<file path="config.mk">
export PLATFORM = sky130hd
export DESIGN_NAME = ma_pipeline
export DESIGN_NICKNAME = d
export VERILOG_FILES = /design/src/rtl/ma_pipeline.sv
export SDC_FILE = /design/constraint.sdc
export NUM_CORES = 1
export LEC_CHECK = 0
export ABC_CLOCK_PERIOD_IN_PS = 1600
export CAP_MARGIN = 15
export CORE_AREA = 2 2 157 159
export DETAILED_ROUTE_END_ITERATION = 8
export DIE_AREA = 0 0 159 161
export HOLD_SLACK_MARGIN = 0.06
export PLACE_DENSITY = 0.83
export SETUP_SLACK_MARGIN = 0.3
export SLEW_MARGIN = 10
export SYNTH_ARGS = -nofsm -noshare
export SYNTH_HDL_FRONTEND = slang
export SYNTH_SLANG_ARGS = --single-unit
</file>
<file path="constraint.sdc">
create_clock -name clk -period 1.6 [get_ports clk]
set_input_delay 0.24 -clock clk [delete_from_list [all_inputs] [get_ports clk]]
set_output_delay 0.24 -clock clk [all_outputs]
set_load 0.005 [all_outputs]
</file>
<file path="src/rtl/ma_pipeline.sv">
`default_nettype none
// ============================================================================
// Module   : ma_pipeline
// Purpose  : Memory-access stage of the five-stage SimpleRisc core. Takes the
//            EX->MA latch contents, runs any load/store over a req/ack data
//            memory port, and registers the results into the MA->RW latch.
//            Upstream stages are stalled while a transaction is in flight.
// Revision : 1.0 - initial release
// ----------------------------------------------------------------------------
// Ports
//   clk, rst          clock, synchronous active-high reset
//   pc, aluResult,    EX->MA latch fields (aluResult doubles as the address,
//   op2, instruction,  op2 as the store data)
//   control
//   stall             combinational: upstream latches hold while 1
//   mem_req/we/addr/  registered data-memory request, held stable until ack
//   wdata
//   mem_rdata/ack     memory response; rdata valid with ack
//   *_out             MA->RW latch
//   mem_error         sticky timeout flag
// Optional feature
//   MA_TIMEOUT_EN     when defined, an 8-bit wait counter aborts a request
//                     after TIMEOUT REQ cycles with load data 32'hDEAD_BEEF
//                     and sets mem_error. Undefined: REQ waits indefinitely
//                     and mem_error is tied to 0.
// ============================================================================
module ma_pipeline #(
  parameter int          LD_BIT    = 1,
  parameter int          ST_BIT    = 0,
  parameter logic [31:0] NOP_INSTR = 32'h6800_0000,
  parameter int          TIMEOUT   = 255
) (
  input  logic        clk,
  input  logic        rst,
  input  logic [31:0] pc,
  input  logic [31:0] aluResult,
  input  logic [31:0] op2,
  input  logic [31:0] instruction,
  input  logic [23:0] control,
  output logic        stall,
  output logic        mem_req,
  output logic        mem_we,
  output logic [31:0] mem_addr,
  output logic [31:0] mem_wdata,
  input  logic [31:0] mem_rdata,
  input  logic        mem_ack,
  output logic [31:0] pc_out,
  output logic [31:0] aluResult_out,
  output logic [31:0] ldResult_out,
  output logic [31:0] instruction_out,
  output logic [23:0] control_out,
  output logic        mem_error
);

  typedef enum logic [1:0] {
    S_IDLE = 2'd0,
    S_REQ  = 2'd1,
    S_DONE = 2'd2
  } state_t;

  localparam logic [31:0] c_abort_data = 32'hDEAD_BEEF;

  state_t      r_state;
  state_t      w_state_next;

  logic        w_is_ld;
  logic        w_is_st;
  logic        w_is_mem;
  logic        w_stall;
  logic        w_start;    // launch a request this edge
  logic        w_capture;  // latch takes the presented inputs (else bubble)
  logic        w_timeout;  // abort the outstanding request this edge

  logic        r_mem_req;
  logic        r_mem_we;
  logic [31:0] r_mem_addr;
  logic [31:0] r_mem_wdata;
  logic [31:0] r_ld_data;
  logic [31:0] r_pc_out;
  logic [31:0] r_alu_out;
  logic [31:0] r_ld_out;
  logic [31:0] r_instr_out;
  logic [23:0] r_ctrl_out;

  assign w_is_ld  = control[LD_BIT];
  assign w_is_st  = control[ST_BIT];
  assign w_is_mem = w_is_ld | w_is_st;

`ifdef MA_TIMEOUT_EN
  localparam logic [7:0] c_wait_last = 8'(TIMEOUT - 1);

  logic [7:0] r_wait_cnt;
  logic       r_mem_error;

  // The abort fires on the edge that would bring the count to TIMEOUT, so
  // exactly TIMEOUT REQ cycles elapse before the stage gives up.
  assign w_timeout = (r_state == S_REQ) && !mem_ack && (r_wait_cnt == c_wait_last);

  always_ff @(posedge clk) begin
    if (rst) begin
      r_wait_cnt  <= '0;
      r_mem_error <= 1'b0;
    end else begin
      if (w_start) begin
        r_wait_cnt <= '0;
      end else if (r_state == S_REQ && !mem_ack) begin
        r_wait_cnt <= r_wait_cnt + 8'd1;
      end
      if (w_timeout) begin
        r_mem_error <= 1'b1;
      end
    end
  end

  assign mem_error = r_mem_error;
`else
  assign w_timeout = 1'b0;
  assign mem_error = 1'b0;
`endif

  // --------------------------------------------------------------------------
  // State register
  // --------------------------------------------------------------------------
  always_ff @(posedge clk) begin
    if (rst) begin
      r_state <= S_IDLE;
    end else begin
      r_state <= w_state_next;
    end
  end

  // --------------------------------------------------------------------------
  // Next state and per-cycle controls
  // --------------------------------------------------------------------------
  always_comb begin
    w_state_next = r_state;
    w_stall      = 1'b0;
    w_start      = 1'b0;
    w_capture    = 1'b0;
    case (r_state)
      S_IDLE: begin
        if (w_is_mem) begin
          w_stall      = 1'b1;
          w_start      = 1'b1;
          w_state_next = S_REQ;
        end else begin
          w_capture = 1'b1;
        end
      end
      S_REQ: begin
        w_stall = 1'b1;
        if (mem_ack || w_timeout) begin
          w_state_next = S_DONE;
        end
      end
      S_DONE: begin
        // Upstream was held through REQ, so the same instruction is still
        // presented and is now retired into the latch.
        w_capture    = 1'b1;
        w_state_next = S_IDLE;
      end
      default: begin
        w_state_next = S_IDLE;
      end
    endcase
  end

  assign stall = w_stall;

  // --------------------------------------------------------------------------
  // Memory port, load data and MA->RW latch
  // --------------------------------------------------------------------------
  always_ff @(posedge clk) begin
    if (rst) begin
      r_mem_req   <= 1'b0;
      r_mem_we    <= 1'b0;
      r_mem_addr  <= '0;
      r_mem_wdata <= '0;
      r_ld_data   <= '0;
      r_pc_out    <= '0;
      r_alu_out   <= '0;
      r_ld_out    <= '0;
      r_instr_out <= NOP_INSTR;
      r_ctrl_out  <= '0;
    end else begin
      if (w_capture) begin
        r_pc_out    <= pc;
        r_alu_out   <= aluResult;
        r_ld_out    <= (r_state == S_DONE) ? r_ld_data : 32'd0;
        r_instr_out <= instruction;
        r_ctrl_out  <= control;
      end else begin
        r_pc_out    <= '0;
        r_alu_out   <= '0;
        r_ld_out    <= '0;
        r_instr_out <= NOP_INSTR;
        r_ctrl_out  <= '0;
      end

      if (w_start) begin
        r_mem_req   <= 1'b1;
        r_mem_addr  <= aluResult;
        r_mem_wdata <= op2;
        // Both flags set resolves to a load.
        r_mem_we    <= w_is_st & ~w_is_ld;
      end

      if (r_state == S_REQ) begin
        if (mem_ack) begin
          r_mem_req <= 1'b0;
          r_ld_data <= r_mem_we ? 32'd0 : mem_rdata;
        end else if (w_timeout) begin
          r_mem_req <= 1'b0;
          r_ld_data <= c_abort_data;
        end
      end
    end
  end

  assign mem_req         = r_mem_req;
  assign mem_we          = r_mem_we;
  assign mem_addr        = r_mem_addr;
  assign mem_wdata       = r_mem_wdata;
  assign pc_out          = r_pc_out;
  assign aluResult_out   = r_alu_out;
  assign ldResult_out    = r_ld_out;
  assign instruction_out = r_instr_out;
  assign control_out     = r_ctrl_out;

endmodule
`default_nettype wire

</file>
Word level (Yosys, flattened, before mapping)
Index checks and enable logic that the tools add are counted.
{"block": "totals", "regBits": 252, "in_bits": 187, "output_inout_bits": 220, "elab_cells": 37}
{"block": "op_classes", "eq_ne": 4, "n_mux": 12, "bitwise_logic": 5, "reduce_logical": 5}
{"operator": "$mux 32", "count": 1}
{"operator": "$mux 1", "count": 6}
{"operator": "$mux 2", "count": 2}
{"operator": "$ne 2x2->1 const B", "count": 2}
{"operator": "$pmux 1 s2", "count": 2}
{"operator": "$pmux 2 s2", "count": 1}
{"operator": "$reduce_and 2->1", "count": 2}
{"operator": "$not 1->1", "count": 3}
{"operator": "$reduce_or 3->1", "count": 1}
{"operator": "$eq 2x1->1 const B", "count": 1}
{"operator": "$eq 2x2->1 const B", "count": 1}
{"operator": "$logic_not 2->1", "count": 1}
{"operator": "$reduce_or 2->1", "count": 1}
{"operator": "$and 1x1->1", "count": 1}
{"operator": "$or 1x1->1", "count": 1}

Longest topological paths before layout
{"block": "logic_depth", "ltp_word": 6, "mapped_depth": 6, "ltp_nobuf": 3}

Least setup slack after synthesis
Ideal clock, no wire load.
{"block": "synth_path", "path_kind": "register -> register", "from": "reg r_state[0]", "to": "reg r_pc_out[11], in the netlist pc_out[11]", "setup_time_ns": 0.115, "arrival_time_ns": 1.125, "required_time_ns": 1.485, "path_slack_ns": 0.360, "path_stages_with_launch": 7, "period_less_slack_ns": 1.240, "path_cell_list": "dfxtp_1 -> nor2_4 -> o21a_1 -> buf_4 -> buf_6 -> buf_6 -> and2_1"}
{"block": "synth_via", "elab_chain_len": 4}
{"element": "start: declaration", "line_no": "63", "rtl": "state_t r_state;"}
{"element": "start signal: assignment", "line_no": "128", "rtl": "r_state <= w_state_next;"}
{"element": "$eq 2x2->1 / $logic_not 2->1 (equally long branches)", "line_no": "140", "rtl": "case (r_state)"}
{"element": "$pmux 1 s2 (*)", "line_no": "140"}
{"element": "$not 1->1 (no source line) (*)"}
{"element": "$reduce_or 2->1 (no source line) (*)"}
{"element": "end signal: assignment", "line_no": "187", "rtl": "r_pc_out <= pc;"}
{"element": "end: declaration", "line_no": "79", "rtl": "logic [31:0] r_pc_out;"}
Every way passes the cells marked *; elsewhere a longest branch is shown, timed or not.
A chain may end at the register's enable or synchronous reset.

Final worst setup path
{"block": "layout_path", "from": "in control[1]", "to": "out stall"}
{"block": "layout_via", "elab_chain_len": 3}
{"element": "start: declaration", "line_no": "39", "rtl": "input logic [23:0] control,"}
{"element": "$or 1x1->1", "line_no": "87", "rtl": "assign w_is_mem = w_is_ld | w_is_st;"}
{"element": "$mux 1", "line_no": "142", "rtl": "if (w_is_mem) begin"}
{"element": "$pmux 1 s2", "line_no": "140"}
{"element": "end: declaration", "line_no": "40", "rtl": "output logic stall,"}
Every way passes these cells.

==> impl_metrics.ini <==
[synthesis]
ys.flop_type = sky130_fd_sc_hd__dfxtp_1
netlist_area_mm2 = 0.00835
synth_largest_area_cell = sky130_fd_sc_hd__dfxtp_1
post_synth_fa_ha_maj_area_fraction = 0
synth_compound_gate_area_share = 0.0235
synth_async_sr_flop_share = 0
postSynthNetCount = 951
synth.cells.most_frequent = 252 x sky130_fd_sc_hd__dfxtp_1, 131 x sky130_fd_sc_hd__nand2b_1, 115 x sky130_fd_sc_hd__and2_1
post_synth_xor_area_fraction = 0
ys.warnings.count = 0
count_of_flip_flops_with_a_built_in_enable_after_synthesis = 0
synth_top_area_cells = sky130_fd_sc_hd__dfxtp_1 60%, sky130_fd_sc_hd__nand2b_1 9.8%, sky130_fd_sc_hd__and2_1 8.6%, sky130_fd_sc_hd__mux2i_1 7.7%, sky130_fd_sc_hd__nand3b_1 3.0%
synth_top_family_by_area = simple AND/OR/NAND/NOR gates
ys_seq_elements = 252
synth_top_cell_area_share = 0.604
multiplexer_share_of_the_synthesized_area = 0.0767
synth_sequential_area_ratio = 0.604
synth.most_common_cell = sky130_fd_sc_hd__dfxtp_1
avgSynthCellArea_um2 = 10.9
synth_cell_types = 20
post_synth_inst_count = 764
synth-simple-area-share = 0.260

[critical_path]
regToRegStartpoint = r_state[0]$_SDFFE_PP0P_
crit_buf_inv = 2
critical_path_arrival_ns = 1.24
crit_path_start = control[1]
ff2ff_setup_slack_ns = 0.15
startpoint_type = input pin
crit_family = buffers and inverters
cp_slowest_stage_delay_ns = 0.52
critical_path_depth = 4
crit_path_end_kind = primary output
crit_chain = clkdlybuf4s50_1, nor3_4, nor2_2, buf_2
r2r.worst_path.cells = 6
critPathMaxFanout = 4
worst_path_max_delay_cell = sky130_fd_sc_hd__clkdlybuf4s50_1
cp_data_required_time_ns = 1.36
crit-reg2reg-capture = mem_addr[15]$_SDFFE_PP0P_
setup.worst_path.class = in2out
critPathCapture = stall

[sta]
timing.clock.skew_ns = 0.00841
min_period_ns = 1.48
slew_viol_final = 0
timing.final.hold_violations = 0
rsz0062_at_grt = yes
fmax_mhz = 675
layout_worst_path_cycle_share = 0.926
setup_violations = 0

[routing]
detail_route.vias_per_cell = 4.53
drc_violations = 0
firstDrtPassIters = 4
route.vias.total = 6992
ant_nets = 0
post_drt_wl_per_cell_um = 18.4
drt_wl_total_um = 28400
drtIter0Drc = 359

[grt]
global_route_wire_length_before_repair_um = 39500
global_route.usage.total = 0.193
grt_remaining_overflow = 0
first_global_vias = 6901
grt_util_met3 = 0.0603
grtUsageMet2 = 0.349
grt_use_met1 = 0.217
grt-busiest-layer = met2
grt_start_max_net_pins = 121
grt_antenna_before_repair = 1

[flow_run]
max_cap_viol_count = 0

[clocking]
max-clock-path-buffers = 3
tritoncts = done
cts-root-buf = sky130_fd_sc_hd__clkbuf_16
total_clock_buffers_created_by_cts = 26
clk-insertion-delay-late_ns = 0.53
cts.clk_slew.worst_paths_ns = 0.06
h-tree-depth = 1
cts_hold_buffers = 0
clock_sink_count = 252

[floorplanning]
pin_count = 407
fp.dieH_um = 161
effective_utilization_at_floorplan = 0.349
core-area_mm2 = 0.0240
dieWidth_um = 159
num_rows = 57
die_area_mm2 = 0.0256

[final_layout]
layout.area.seq_mm2 = 0.00516
antenna_cells = 0
layout.nets = 1390
final_util = 0.560
post_route_cells_drive_above_1_share = 0.362
multi_input_area_mm2 = 0.00311
layout.filler_cells = 2049
area_delta_synth_final_pct = 60.6

[pwr]
power.leakage_nw = 6.13
ir_drop_v = 0.000764
report.power.total_w = 0.0147
power_density_mw_per_mm2 = 1100

[placed_design]
gpl.final_weighted_congestion = 0.853
hpwl_after_detailed_placement_um = 18100
place.port_buffers = 405

[run_status]
status = completed

[hold_path]
hp-class = in2reg
## sequential cells by signal (all words and copies together) (netlist names), 2 cells and up
register         cells
mem_addr            32
r_ld_data           32
ldResult_out        32
instruction_out     32
control_out         24
aluResult_out       32
mem_wdata           32
pc_out              32
r_state              2
## where the power goes
group	switching (W)	total, W	leakage (nW)	internal, W
combinational	0.000760	0.00193	3.61	0.00117
sequential	0.000125	0.00671	2.09	0.00659
clock	0.00254	0.00610	0.427	0.00356
total	0.00342	0.0147	6.13	0.0113
## metrics by stage
stage	setup WS (ns)	cells	instance area (um^2)	hold WS [ns]	setup TNS, ns
floorplan	0.360	764	8350	0.337	0
global placement	-0.212	1466	12900	0.434	-9.43
detailed placement	-0.211	1466	12900	0.442	-9.38
CTS	0.124	1519	13100	0.182	0
global route	0.0665	1545	13400	0.230	0
finish	0.118	1545	13400	0.218	0
## worst register-to-register path: cells and delay by family (launching register included)
| family | cells | cell delay, ns |
|---|---|---|
| simple gates | 1 | 0.23 |
| mux | 1 | 0.21 |
| flops | 1 | 0.34 |
| buf+inv | 4 | 0.59 |
## cell usage in the layout, fill, tap and decap left out, types with 3 or more instances in the layout
master,instances
sky130_fd_sc_hd__buf_2,179
sky130_fd_sc_hd__clkbuf_16,39
sky130_fd_sc_hd__buf_8,6
sky130_fd_sc_hd__and2_4,7
sky130_fd_sc_hd__bufinv_16,3
sky130_fd_sc_hd__a21oi_2,9
sky130_fd_sc_hd__buf_6,9
sky130_fd_sc_hd__clkinv_2,9
sky130_fd_sc_hd__clkbuf_2,35
sky130_fd_sc_hd__nor2_2,3
sky130_fd_sc_hd__nand2b_1,131
sky130_fd_sc_hd__clkbuf_1,3
sky130_fd_sc_hd__and2_1,108
sky130_fd_sc_hd__dfxtp_2,93
sky130_fd_sc_hd__nand3b_1,33
sky130_fd_sc_hd__nand2_1,32
sky130_fd_sc_hd__mux2i_1,63
sky130_fd_sc_hd__and3_1,34
sky130_fd_sc_hd__clkdlybuf4s50_1,185
sky130_fd_sc_hd__dfxtp_1,158
sky130_fd_sc_hd__buf_12,10
sky130_fd_sc_hd__clkdlybuf4s15_1,3
sky130_fd_sc_hd__buf_4,26
sky130_fd_sc_hd__a21oi_1,24
## kinds of logic (layout without fill, tap and decap cells)
| family | Yosys count | in the layout |
|---|---|---|
| buffers and inverters | 56 | 513 |
| AND/OR/NAND/NOR | 354 | 354 |
| flip-flops | 252 | 252 |
| AO/OA/AOI/OAI | 37 | 37 |
| other | 1 | 1 |
| multiplexers | 64 | 64 |
## per-layer routing
layer	vias up	wire length (um)
met5	-	0
met4	0	748
met3	60	2180
met2	292	14500
met1	3311	11000
li1	3329	-
## final cells by class
type,instances,share of cell area
multi-input combinational,456,0.232
timing repair buffer,467,0.289
sequential,252,0.385
tap,324,0.0302
clock inverter,15,0.0125
clock buffer,31,0.0514
## what timing repair did
action                                  4_1_cts  5_1_grt
gates resized for setup                     876       96
pin swaps                                     2       45
endpoints found under the setup margin      310      220
buffers inserted                              7        9
cloned                                        0       17
## worst min path at each step
| stage | startpoint | to | cells past startpoint |
|---|---|---|---|
| finish | rst | r_ld_data[17]$_SDFFE_PP0P_ | 3 |
| detailed placement | r_ld_data[23]$_SDFFE_PP0P_ | r_ld_data[23]$_SDFFE_PP0P_ | 2 |
| global placement | r_ld_data[28]$_SDFFE_PP0P_ | r_ld_data[28]$_SDFFE_PP0P_ | 2 |
| floorplan | control[1] | mem_we$_SDFFE_PP0P_ | 1 |
| CTS | rst | r_state[1]$_SDFFE_PP0P_ | 3 |
| global route | rst | r_ld_data[17]$_SDFFE_PP0P_ | 3 |
(Power assumes the default switching activity.)
